### src/rtl/m_div_seq.sv
`default_nettype none
// ============================================================================
// Module      : m_div_seq
// Description : Radix-2 restoring divider sequencer for RV32M DIV/DIVU/REM/REMU,
//               stepping the external m_alu subtractor one bit per cycle.
// Revision    : 1.0 - initial release
// ============================================================================

`ifndef MUX_DIV_REM_LENGTH
`define MUX_DIV_REM_LENGTH 1
`endif
`ifndef MUX_DIV_REM_Z
`define MUX_DIV_REM_Z 1'b0
`endif
`ifndef MUX_DIV_REM_R
`define MUX_DIV_REM_R 1'b1
`endif

module m_div_seq #(
    parameter int BYPASS_DIV0 = 1
) (
    input  logic                           clk,
    input  logic                           reset,
    input  logic                           start,
    input  logic [1:0]                     op,
    input  logic [31:0]                    rs1,
    input  logic [31:0]                    rs2,
    input  logic                           kill,
    output logic                           busy,
    output logic                           done,
    output logic [31:0]                    result,
    output logic [31:0]                    R,
    output logic [62:0]                    D,
    output logic [31:0]                    Z,
    output logic [`MUX_DIV_REM_LENGTH-1:0] mux_div_rem,
    input  logic [31:0]                    sub_result,
    input  logic                           sub_neg,
    input  logic [31:0]                    div_rem,
    input  logic [31:0]                    div_rem_neg
);

    typedef enum logic [1:0] {
        S_IDLE   = 2'd0,
        S_DIVIDE = 2'd1,
        S_FIX    = 2'd2
    } state_t;

    state_t      state;
    state_t      state_nxt;
    logic [1:0]  op_q;
    logic        sa;
    logic        sb;
    logic        div0;
    logic [31:0] dividend;
    logic [4:0]  cnt;

    logic        in_sa;
    logic        in_sb;
    logic [31:0] abs_a;
    logic [31:0] abs_b;
    logic        bypass;
    logic        neg_fix;
    logic [31:0] fix_value;

    // Magnitudes of the incoming operands; 0x80000000 negates to itself and
    // is then treated as an unsigned magnitude.
    assign in_sa  = ~op[0] & rs1[31];
    assign in_sb  = ~op[0] & rs2[31];
    assign abs_a  = in_sa ? (32'd0 - rs1) : rs1;
    assign abs_b  = in_sb ? (32'd0 - rs2) : rs2;
    assign bypass = (rs2 == 32'd0) && (BYPASS_DIV0 != 0);

    // Remainder takes the dividend's sign, quotient the XOR of both signs.
    assign neg_fix = op_q[1] ? sa : (sa ^ sb);

    always_comb begin
        fix_value = neg_fix ? div_rem_neg : div_rem;
        if (div0) begin
            fix_value = op_q[1] ? dividend : 32'hFFFF_FFFF;
        end
    end

    assign mux_div_rem = op_q[1] ? `MUX_DIV_REM_R : `MUX_DIV_REM_Z;

    always_ff @(posedge clk or posedge reset) begin
        if (reset) begin
            state <= S_IDLE;
        end else begin
            state <= state_nxt;
        end
    end

    always_comb begin
        state_nxt = state;
        if (kill) begin
            state_nxt = S_IDLE;
        end else begin
            case (state)
                S_IDLE: begin
                    if (start) begin
                        state_nxt = bypass ? S_FIX : S_DIVIDE;
                    end
                end
                S_DIVIDE: begin
                    if (cnt == 5'd31) begin
                        state_nxt = S_FIX;
                    end
                end
                S_FIX:   state_nxt = S_IDLE;
                default: state_nxt = S_IDLE;
            endcase
        end
    end

    always_ff @(posedge clk or posedge reset) begin
        if (reset) begin
            busy     <= 1'b0;
            done     <= 1'b0;
            result   <= 32'd0;
            R        <= 32'd0;
            D        <= 63'd0;
            Z        <= 32'd0;
            cnt      <= 5'd0;
            op_q     <= 2'b00;
            sa       <= 1'b0;
            sb       <= 1'b0;
            div0     <= 1'b0;
            dividend <= 32'd0;
        end else begin
            done <= 1'b0;
            if (kill) begin
                busy <= 1'b0;
            end else begin
                case (state)
                    S_IDLE: begin
                        // The done cycle is spent in IDLE, so busy drops only
                        // when no back-to-back start arrives.
                        busy <= start;
                        if (start) begin
                            op_q     <= op;
                            sa       <= in_sa;
                            sb       <= in_sb;
                            div0     <= (rs2 == 32'd0);
                            dividend <= rs1;
                            R        <= abs_a;
                            D        <= {abs_b, 31'd0};
                            Z        <= 32'd0;
                            cnt      <= 5'd0;
                        end
                    end
                    S_DIVIDE: begin
                        if (!sub_neg) begin
                            R <= sub_result;
                        end
                        Z   <= {Z[30:0], ~sub_neg};
                        D   <= D >> 1;
                        cnt <= cnt + 5'd1;
                    end
                    S_FIX: begin
                        result <= fix_value;
                        done   <= 1'b1;
                    end
                    default: busy <= 1'b0;
                endcase
            end
        end
    end

endmodule

`default_nettype wire

### config.mk
export PLATFORM = sky130hd
export DESIGN_NAME = m_div_seq
export DESIGN_NICKNAME = d
export VERILOG_FILES = /design/src/rtl/m_div_seq.sv
export SDC_FILE = /design/constraint.sdc
export NUM_CORES = 1
export LEC_CHECK = 0
export ABC_AREA = 1
export CAP_MARGIN = 25
export CORE_ASPECT_RATIO = 2
export CORE_MARGIN = 2
export CORE_UTILIZATION = 40
export CTS_CLUSTER_DIAMETER = 40
export DETAILED_ROUTE_END_ITERATION = 12
export PLACE_DENSITY_LB_ADDON = 0.05
export SLEW_MARGIN = 20
export SYNTH_ARGS = -nofsm -noshare
export SYNTH_HDL_FRONTEND = slang
export SYNTH_SLANG_ARGS = --single-unit
### constraint.sdc
create_clock -name clk -period 15.65 [get_ports clk]
set_input_delay 4.695 -clock clk [delete_from_list [all_inputs] [get_ports clk]]
set_output_delay 4.695 -clock clk [all_outputs]
set_load 0.01 [all_outputs]
After elaboration in Yosys (flattened, before gate mapping)
Index checks and enable logic that the tools add are counted.
Storage, ports and cells
  input bits: 167
  bits in writable memories: 0
  memories kept: 0
  register bits: 205
  word-level logic and storage cells: 64
  bits in read-only memories: 0
  bits in latches: 0
Cells by class
  reductions and logical operators: 9
  bitwise logic cells: 6
  divide/modulo/power cells: 0
  shifts and indexed selects: 0
  multiplexer cells: 25
  multiply operators: 0
  magnitude comparators: 0
  equal/unequal tests: 8
  add/sub/neg operators: 3
Operators with widths (number)
  two-way mux 32 bit: 8
  one-hot mux 32 bit (2 select lines): 2
  one-hot mux 63 bit (2 select lines): 1
  subtractor 1 x 32 -> 32 bit (first input constant): 2
  two-way mux 63 bit: 1
  zero test 32 bit: 1
  one-hot mux 5 bit (2 select lines): 1
  two-way mux 2 bit: 4
  inequality test 3 bit (second input constant): 2
  AND reduction 3 bit: 2
  adder 5 x 1 -> 5 bit (second input constant): 1
  == test 5 bit (second input constant): 1
  two-way mux 1 bit: 5
  two-way mux 5 bit: 1
  inequality test 2 bit (second input constant): 2
  one-hot mux 2 bit (2 select lines): 1
  AND reduction 2 bit: 2
  AND reduction 4 bit: 1
  NOT 1 bit: 3
  AND 1 bit: 2
  == test 2 x 1 -> 1 bit (second input constant): 1
  == test 2 bit (second input constant): 1
  zero test 2 bit: 1
  inequality test 2 x 1 -> 1 bit (second input constant): 1
  4 further kinds: 4

Logic depth before layout (Yosys ltp)
  depth after elaboration: 5
  mapped depth: 12

Least setup slack after synthesis
No wires, ideal clock.
  path type: input port to flip-flop
  from: input rs1[1]
  to: register R[22]
  library setup time: 0.116 ns
  stages on the path: 11
  path slack: 9.814 ns
  data required time: 15.534 ns
  data arrival time: 5.720 ns
  path through: inv_1 -> ha_1 -> nand2_1 -> nor2_2 -> nand2_1 -> nand2_1 -> nand2_1 -> nand2_1 -> nand3_1 -> nand2_1 -> nand2_1
On the way
  longest elaborated chain between the ends: 4
Ends and longest elaborated chain
  start, declared: RTL line 26  | input logic [31:0] rs1,
  subtractor 1 x 32 -> 32 bit: RTL line 69  | assign abs_a = in_sa ? (32'd0 - rs1) : rs1;
  two-way mux 32 bit: RTL line 69
  two-way mux 32 bit: RTL line 139  | if (start) begin
  one-hot mux 32 bit (2 select lines): RTL line 134  | case (state)
  end signal, assigned: RTL line 145  | R <= abs_a;
  end signal, assigned: RTL line 153  | R <= sub_result;
  end, declared: RTL line 32  | output logic [31:0] R,
No other way between the ends. The select of a mux whose other input is x is not followed.
A chain may end at the register's enable or synchronous reset.

Final worst setup path
  from: input kill
  to: register R[2]
On the way
  longest elaborated chain between the ends: 2
Ends and longest elaborated chain
  start, declared: RTL line 28  | input logic kill,
  NOT 1 bit (no source line)
  AND reduction 4 bit (no source line)
No other way between the ends.

==> impl_metrics.ini <==
[die]
start_util_pct = 40.7
dieArea_um2 = 28800
rows = 85
die_y_um = 238
coreArea_um2 = 26900
ios = 329
die-width_um = 121

[hold_path]
whs_path_depth = 2
hp-class = reg -> reg
whs_endpoint = R[15]
hp-start = R[15]

[sta]
timing.fmax_ghz = 0.131
min_period_ns = 7.64
rsz0062_at_grt = no
setup_ws_ns = 8.01
slew_violations = 0
tightestPinTransition_ns = 0.904
post-route-period-util_pct = 48.8
tns_ns = 0
hold_viol = 0
finClkSkew_ns = 0.0106
max_slew_margin_pct = 39.5
fin_hold_ws_ns = 0.485
setup_viol = 0

[detailed_routing]
avgViaCountPerCell = 5.17
wl_per_cell_um = 18.8
postRouteAntennaNets = 0
drc = 0
routed_wl_um = 40800
first_pass_iters = 5
via_count = 11200
first_iter_violations = 547

[global_routing]
antenna_found_initial = 7
overflow = 0
grt_max_degree = 93
grt_pass1_wl_um = 61800
grt_pass1_vias = 11100
track_usage_pct = 27.9

[logic_synthesis]
synth_cell_types = 29
synthesis.area_um2 = 10900
synth_fa_ha_area_share_pct = 0.800
synth_top_cell_area_share_pct = 46.7
synthFlopType = dfrtp_1
yosysSeqAreaShare_pct = 46.7
yosysWarnings = 0
synth_most_common_cell = nand2_1
synth_top_family_by_area = simple AND/OR/NAND/NOR gates
synth-seq-cells = 204
synth_top_area_cell = dfrtp_1
synthArstFlopShare_pct = 100
synth_commonest_cells = 428 x nand2_1, 206 x nor2_1, 204 x dfrtp_1
syn_avg_cell_area_um2 = 7.22
syn-num-nets = 1689
synthMuxAreaShare_pct = 0.503
synth-xor-area-share_pct = 0.160
synth_edf_count = 0
synth-compound-area-share_pct = 13.3
synth.area.top_cells = dfrtp_1 47%, nand2_1 15%, nand3_1 7.6%
yosys.area_share.simple_pct = 30.0
syn-instance-count = 1515

[clock_network]
post_cts_resize_count = 0
cts_setup_buffers = 0
cts_max_level = 1
cts_tree = done
clkLatencyLatePin_ns = 0.52
cts-buffers-inserted = 22
ctsRootBufferMaster = clkbuf_16
max-clock-path-buffers = 3
cts_hold_buf = 0
cts_sinks = 204
clk_pin_slew_worst_paths_ns = 0.06

[place]
hpwl_um = 31600
post-place-ws_ns = 7.49
place_area_um2 = 14500
place_inst = 2126
place_congestion = 0.954
numPortBuffers = 328

[finish]
seqCellArea_um2 = 5100
final_area_um2 = 15300
fin_cells = 2173
syn_to_final_growth_pct = 39.9
nets = 1976
multi_input_area_um2 = 4920
drive_gt1_share_pct = 4.02
fill_cells = 2610
postLayoutCoreUtil_pct = 56.9

[power]
powerDensity_nw_per_um2 = 134
worst_ir_drop_vdd_uv = 106
p_leak_nw = 7.07
p_total_mw = 2.06

[setup_path]
cp-start-kind = input pin
critical_path_class = in -> reg
ff2ff_path_depth = 8
r2r_slack_ns = 12.25
crit_arrival_ns = 8.08
crit_required_ns = 16.09
cp_max_fo = 71
reg2reg_from = state[0]
reg2reg_to = R[2]
crit_path_end_kind = flop

[outcome]
status = finished, final reports clean

[flow_run]
maxCapViolCount = 0
report_power, final:
part           switching [mW]  internal, mW  total (mW)
Combinational           0.369         0.339       0.708
Clock                   0.229         0.354       0.583
Sequential              0.102         0.664       0.766
kinds of logic after synthesis:
logic type / after synthesis
simple gates: 810
compound gates: 255
xor+xnor: 2
fa+ha+maj: 7
mux: 5
buf+inv: 232
flops: 204
layer usage:
metal | track usage [%] | up-vias | wire [um] | share of wire [%]
li1 | - | 5506 | - | -
met1 | 29.1 | 5263 | 14200 | 35
met2 | 52.2 | 380 | 22100 | 54
met3 | 4.40 | 92 | 2360 | 5.8
met4 | 15.1 | 0 | 2240 | 5.5
met5 | 0 | - | 0 | 0
worst max-delay path: stages:
cell	delay (ns)
clkdlybuf4s50_1	0.42
buf_4	0.24
inv_2	0.14
nand3_4	0.51
nand2_4	0.62
nand2_2	0.61
inv_2	0.51
o21ai_0	0.15
o21ai_1	0.15
placed cells by master, fill, tap and decap left out, types with 2 or more instances in the layout:
cell / instances
bufinv_16: 4
inv_8: 3
clkbuf_1: 2
nor2_2: 5
a31oi_1: 2
nand3_1: 166
buf_8: 2
o221ai_1: 2
a21oi_1: 48
inv_1: 146
o21ai_1: 4
dfrtp_1: 204
buf_4: 12
clkdlybuf4s50_1: 328
o22ai_1: 63
inv_2: 5
clkinvlp_4: 2
nand4_1: 2
nand2_1: 428
xor2_1: 2
mux2_2: 4
nor2_1: 204
ha_1: 7
o211ai_1: 35
clkbuf_16: 23
o21ai_0: 99
diode_2: 7
clkbuf_8: 3
registers in the layout (all words and copies together) (netlist names), 2 cells and up:
register / cells
Z: 32
D: 63
state: 2
result: 32
cnt: 5
dividend: 32
R: 32
how the worst max path moves through the flow:
stage	from	end	slack (ns)	depth (start not counted)
detailed placement	kill	R[6]	7.49	9
global placement	kill	R[6]	7.53	9
finish	kill	R[2]	8.01	9
global route	kill	R[2]	7.69	9
floorplan	reset	D[0]	5.39	1
CTS	kill	R[6]	8.01	9
cell type report:
cell class	count	area share (%)
tap	348	2.84
multi-input combinational	1079	32.1
clock buffer	28	4.08
inverter	152	3.78
clock inverter	12	1.28
timing repair buffer	343	22.4
antenna	7	0.114
sequential	204	33.4
(Power assumes the default switching activity.)
==> RTL edit 1: new RTL, same settings <==
Register the output `R` once more; this adds one clock of latency there. The other outputs are not delayed to match.
--- a/src/rtl/m_div_seq.sv
+++ b/src/rtl/m_div_seq.sv
@@ -44,6 +44,8 @@
         S_DIVIDE = 2'd1,
         S_FIX    = 2'd2
     } state_t;
+
+    logic [31:0] R_s0;
 
     state_t      state;
     state_t      state_nxt;
@@ -117,7 +119,7 @@
             busy     <= 1'b0;
             done     <= 1'b0;
             result   <= 32'd0;
-            R        <= 32'd0;
+            R_s0     <= 32'd0;
             D        <= 63'd0;
             Z        <= 32'd0;
             cnt      <= 5'd0;
@@ -142,7 +144,7 @@
                             sb       <= in_sb;
                             div0     <= (rs2 == 32'd0);
                             dividend <= rs1;
-                            R        <= abs_a;
+                            R_s0     <= abs_a;
                             D        <= {abs_b, 31'd0};
                             Z        <= 32'd0;
                             cnt      <= 5'd0;
@@ -150,7 +152,7 @@
                     end
                     S_DIVIDE: begin
                         if (!sub_neg) begin
-                            R <= sub_result;
+                            R_s0 <= sub_result;
                         end
                         Z   <= {Z[30:0], ~sub_neg};
                         D   <= D >> 1;
@@ -166,6 +168,10 @@
         end
     end
 
+    always_ff @(posedge clk) begin
+        R <= R_s0;
+    end
+
 endmodule
 
 `default_nettype wire
Function: changed (Yosys sat finds a counterexample within 4 cycles, from zero or initial values and one cycle with reset high).
==> RTL edit 1 against the unedited design <==
  * Sequential share of layout area is 2.6 points higher
  * Worst setup slack better by 0.58 ns
  * Final cell count is 1.5% higher
  * Wire length fell by 5.4%
  * Area after synthesis is 5.2% higher
  * Via count grew 0.40%
  * Non-clock buffer count increased by 1
  * Power is 8.0% higher
  * Utilization down 0.38 points
  * Design area is 4.5% higher
  * Clock power rose by 8.2%
  * Sequential cell count increased by 32
  * Critical path type unchanged
  * Critical endpoint is now cnt[3]
==> RTL edit 1: results (changes against the unedited design) <==
critPathMaxFanout: 88  # +24%
met1_usage_pct: 26.5  # -2.6 points
dr_total_vias: 11286  # +0.40%
numCtsBuffers: 27  # +23%
wl_met2_um: 20800  # -6.0%
cp_top_family: "buffers and inverters"
clock_skew_ns: 0.0113  # +0.000609 ns
slowest_delay_ns: 0.70  # +0.08 ns
syn_nets: 1706  # +1.0%
vias_per_cell: 5.12  # -1.1%
nFillCells: 2749  # +5.3%
synthXorXnorAreaFrac_pct: 0.304  # +0.14 points
ys_top_cells_by_count: "nand2_1, dfrtp_1, nor2_1, nand3_1, inv_1"
synthAdderAreaFrac_pct: 0.761  # -0.039 points
slowest_stage: "buf_4"
drt_iter0_drc: 532  # -2.7%
worstMarginPinSlew_ns: 0.993  # +0.0887 ns
met3_usage_pct: 4.38  # -0.020 points
synthCells: 1532  # +1.1%
nets: 2002  # +1.3%
yosysTopAreaCellShare_pct: 44.4  # -2.3 points
drive_above_1_share_pct: 4.60  # +0.58 points
clk_latency_ns: 0.55  # +0.03 ns
route.met3.wl_um: 2370  # +0.47%
placed_cells: 2153  # +1.3%
root_buffer: "clkbuf_16"
drt-met1-wl_um: 13600  # -3.7%
gp_congestion: 0.916  # -4.0%
worst_ep_arrival_time_ns: 7.52  # -0.56 ns
vdd_drop_max_mv: 0.0807  # -24%
yosys-top-cells-area: "dfrtp_1, nand2_1, nand3_1"
hpwl_um: 28700  # -9.1%
grt_max_degree: 89  # -4.3%
p_leak_uw: 0.00733  # +3.7%
antenna_found_initial: 2  # -5
pre_cts_ws_ns: 8.00  # +0.513 ns
yosysSeqAreaShare_pct: 49.9  # +3.3 points
synthMuxAreaShare_pct: 0  # -0.50 points
cts_max_level: 1  # unchanged
status: "complete, no violations"
grt_pass1_wl_um: 59400  # -3.9%
wirelength_um: 38600  # -5.4%
first_pass_iters: 6  # +1
dpl_cell_area_um2: 15100  # +4.1%
synthArstFlopShare_pct: 86.4  # -14 points
grt_usage_pct: 25.2  # -2.7 points
synth_compound_area_share_pct: 13.1  # -0.19 points
internal-power_uw: 1480  # +8.9%
grt_use_met2_pct: 47.1  # -5.1 points
grt_pass1_vias: 11253  # +1.0%
-- RTL edit 1: cell count changes in the layout (fill, tap and decap cells not counted), moves of 5 or more --
cell,delta
clkinv_2,+5
nand2_1,+12
nand3_1,-11
nor2_1,-10
inv_1,-10
diode_2,-5
clkbuf_16,+5
o21ai_0,+7
dfxtp_1,+32
-- RTL edit 1: kinds of logic (layout without fill, tap and decap cells) --
| family | after synthesis | count (layout) |
|---|---|---|
| compound gates | 262 | 262 |
| xor+xnor | 4 | 4 |
| fa+ha+maj | 7 | 7 |
| buf+inv | 219 | 535 |
| flops | 236 | 236 |
| other cells | 0 | 2 |
| simple gates | 804 | 804 |
-- RTL edit 1: final timing paths --
| check | cells after the start | to | startpoint | slack (ns) |
|---|---|---|---|---|
| worst max register to register | 8 | cnt[3] | state[1] | 12.12 |
| min in group asynchronous | 2 | Z[21] | reset | 4.63 |
| max in group asynchronous | 4 | R_s0[21] | reset | 9.46 |
| worst min register to register | 0 | R[16] | R_s0[16] | 0.36 |
| worst max-delay path | 9 | cnt[3] | kill | 8.59 |
| worst min-delay path | 0 | R[16] | R_s0[16] | 0.36 |
-- RTL edit 1: power by group through the flow --
stage | Combinational, uW | Clock [uW] | Sequential [uW]
detailed placement | 710 | 0 | 895
global route | 784 | 669 | 903
CTS | 714 | 647 | 886
global placement | 700 | 0 | 891
floorplan | 285 | 0 | 923
finish | 707 | 631 | 884
-- RTL edit 1: cell type report --
class	instances	area [um^2]	share of cell area [%]
Tap cell	356	445	2.79
Timing Repair Buffer	344	3460	21.7
Inverter	142	541	3.38
Antenna cell	2	5.00	0.0313
Multi-Input combinational cell	1077	4910	30.7
Clock inverter	17	131	0.821
Clock buffer	32	756	4.73
Sequential cell	236	5750	35.9
==> RTL edit 2: new RTL, config.mk and constraints unchanged <==
Made on the original files. The parameter `BYPASS_DIV0` goes from 1 to 0.
--- a/src/rtl/m_div_seq.sv
+++ b/src/rtl/m_div_seq.sv
@@ -17,7 +17,7 @@
 `endif
 
 module m_div_seq #(
-    parameter int BYPASS_DIV0 = 1
+    parameter int BYPASS_DIV0 = 0
 ) (
     input  logic                           clk,
     input  logic                           reset,
Formal check against the unedited RTL: not equivalent (a bounded check fails within 4 cycles, from zero or initial values and one cycle with reset high).
==> RTL edit 2 against the unedited design <==
  * Non-clock buffer count rose by 1
  * First-iteration DRC count rose by 27%
  * Sequential share of layout area fell by 0.12 points
  * Design area rose by 0.37%
  * Maximum frequency rose by 0.44%
  * Hold slack barely moved
  * Die area rose by 0.77%
  * Worst setup slack improved by 0.033 ns
  * Sequential cell count did not move
  * Area after synthesis rose by 0.79%
  * Wire length fell by 11%
  * Utilization fell by 0.68 points
  * Power rose by 14%
==> RTL edit 2: results (changes against the unedited design) <==
status: "complete, no violations"
min_from: "R[28]"
wl_per_cell_um: 16.8  # -11%
synthArstFlopShare_pct: 100  # unchanged
worstHoldPathType: "register to register"
nFillCells: 2666  # +2.1%
holdPathEnd: "R[28]"
slowest_stage: "buf_4"
synth_cell_types: 38  # +31%
largest_reg_flops: 63  # unchanged
whs_ns: 0.485  # +0.0000870 ns
syn_nets: 1692  # +0.18%
grt_usage_pct: 24.5  # -3.4 points
synth_flop_cell: "dfrtp_1"
portBuffers: 328  # unchanged
vdd_drop_max_mv: 0.143  # +35%
nets: 1982  # +0.30%
cp_top_family: "buffers and inverters"
syn_avg_cell_area_um2: 7.26  # +0.59%
cts_max_level: 1  # unchanged
antenna_found_initial: 4  # -3
yosys_warnings: 0  # unchanged
grt_max_degree: 132  # +42%
r2r_start: "state[1]"
root_buffer: "clkbuf_16"
cts_setup_buffers: 0  # unchanged
gp_congestion: 0.903  # -5.3%
r2r_end: "Z[31]"
clk_latency_ns: 0.53
p_leak_uw: 0.00713  # +0.89%
r2r_slack_ns: 12.15  # -0.10 ns
finalNonFillerCells: 2179  # +0.28%
holdPathStages: 2  # unchanged
worst_ep_arrival_time_ns: 8.05  # -0.03 ns
ys_top_cells_by_count: "nand2_1, dfrtp_1, nor2_1, nand3_1, inv_1"
drt_iter0_drc: 694  # +27%
hpwl_um: 26800  # -15%
path_clk_slew_ns: 0.06  # about the same
critPathMaxFanout: 85  # +20%
slowest_delay_ns: 0.69  # +0.07 ns
yosysSeqAreaShare_pct: 46.3  # -0.37 points
maxSlewHeadroom_pct: 38.8  # -0.70 points
drive_above_1_share_pct: 4.61  # +0.59 points
cts.path.max_buffers: 3  # unchanged
grt_pass1_wl_um: 56600  # -8.5%
placed_cells: 2133  # +0.33%
regMostFlops: "D"
reg2reg_depth: 8  # unchanged
first_pass_iters: 6  # +1
dr_total_vias: 11053  # -1.7%
yosys-top-cells-area: "dfrtp_1, nand2_1, nand3_1"
numCtsBuffers: 23  # +4.5%
clock_skew_ns: 0.0149  # +0.00426 ns
[RTL edit 2: cell count changes after synthesis, sizes merged, moves of 2 or more]
cell and change:
o22ai -2, clkbuf -5, nand2 +10, buf +4
nand3 -2, o211ai +2, nor3 +3, nor2 -6
a21oi +2, mux2 -3
[RTL edit 2: cell families (layout without fill, tap and decap cells)]
| logic type | after synthesis | in the layout | synth area share (%) |
|---|---|---|---|
| fa+ha+maj | 7 | 7 | 0.794 |
| compound gates | 259 | 259 | 13.9 |
| mux | 1 | 1 | 0.102 |
| flops | 204 | 204 | 46.3 |
| other cells | 0 | 3 | 0 |
| xor+xnor | 1 | 1 | 0.0794 |
| simple gates | 816 | 816 | 30.1 |
| buf+inv | 230 | 536 | 8.69 |
[RTL edit 2: how the worst max path moves through the flow]
stage / start / end / depth (start not counted)
floorplan: reset / D[0] / 1
global placement: kill / D[0] / 8
detailed placement: kill / Z[31] / 9
CTS: kill / Z[31] / 9
global route: kill / Z[31] / 9
finish: kill / Z[31] / 9
[RTL edit 2: cell type report]
| type | count | area share (%) |
|---|---|---|
| multi-input cells | 1084 | 32.4 |
| inverters | 151 | 3.75 |
| clock inverters | 11 | 1.03 |
| repair buffers | 344 | 22.5 |
| well taps | 352 | 2.87 |
| diodes | 3 | 0.0489 |
| flip-flops and latches | 204 | 33.2 |
| clock buffers | 30 | 4.18 |
[RTL edit 2: power by group]
part | internal [uW] | switching, uW | total (uW)
combinational | 427 | 538 | 966
sequential | 698 | 115 | 814
clock | 342 | 230 | 573
[RTL edit 2: through the flow]
step           setup WS (ns)  util, %  area [um^2]
2_1_floorplan           5.39        -        11000
3_3_place_gp            7.38     52.9        14500
3_5_place_dp            7.50     53.1        14500
4_1_cts                 8.05     56.0        15300
5_1_grt                 7.76     56.2        15400
6_report                8.05     56.2        15400
[RTL edit 2: metal layers]
layer | GRT usage [%] | share of wire (%) | vias to the layer above
met5 | 0 | 0.044 | -
met4 | 7.49 | 2.3 | 2
met3 | 4.89 | 6.2 | 43
met2 | 41.2 | 50 | 316
met1 | 31.8 | 42 | 5167
li1 | - | - | 5525
[RTL edit 2: worst reg2reg max path, cell delays in order, from the launching register on]
cell and delay [ns]:
dfrtp_1 0.40, inv_1 0.09, ha_1 0.29, nand3_4 0.54, o21ai_4 0.20, buf_4 0.69, nand2_2 0.67, buf_16 0.37
o21ai_0 0.17
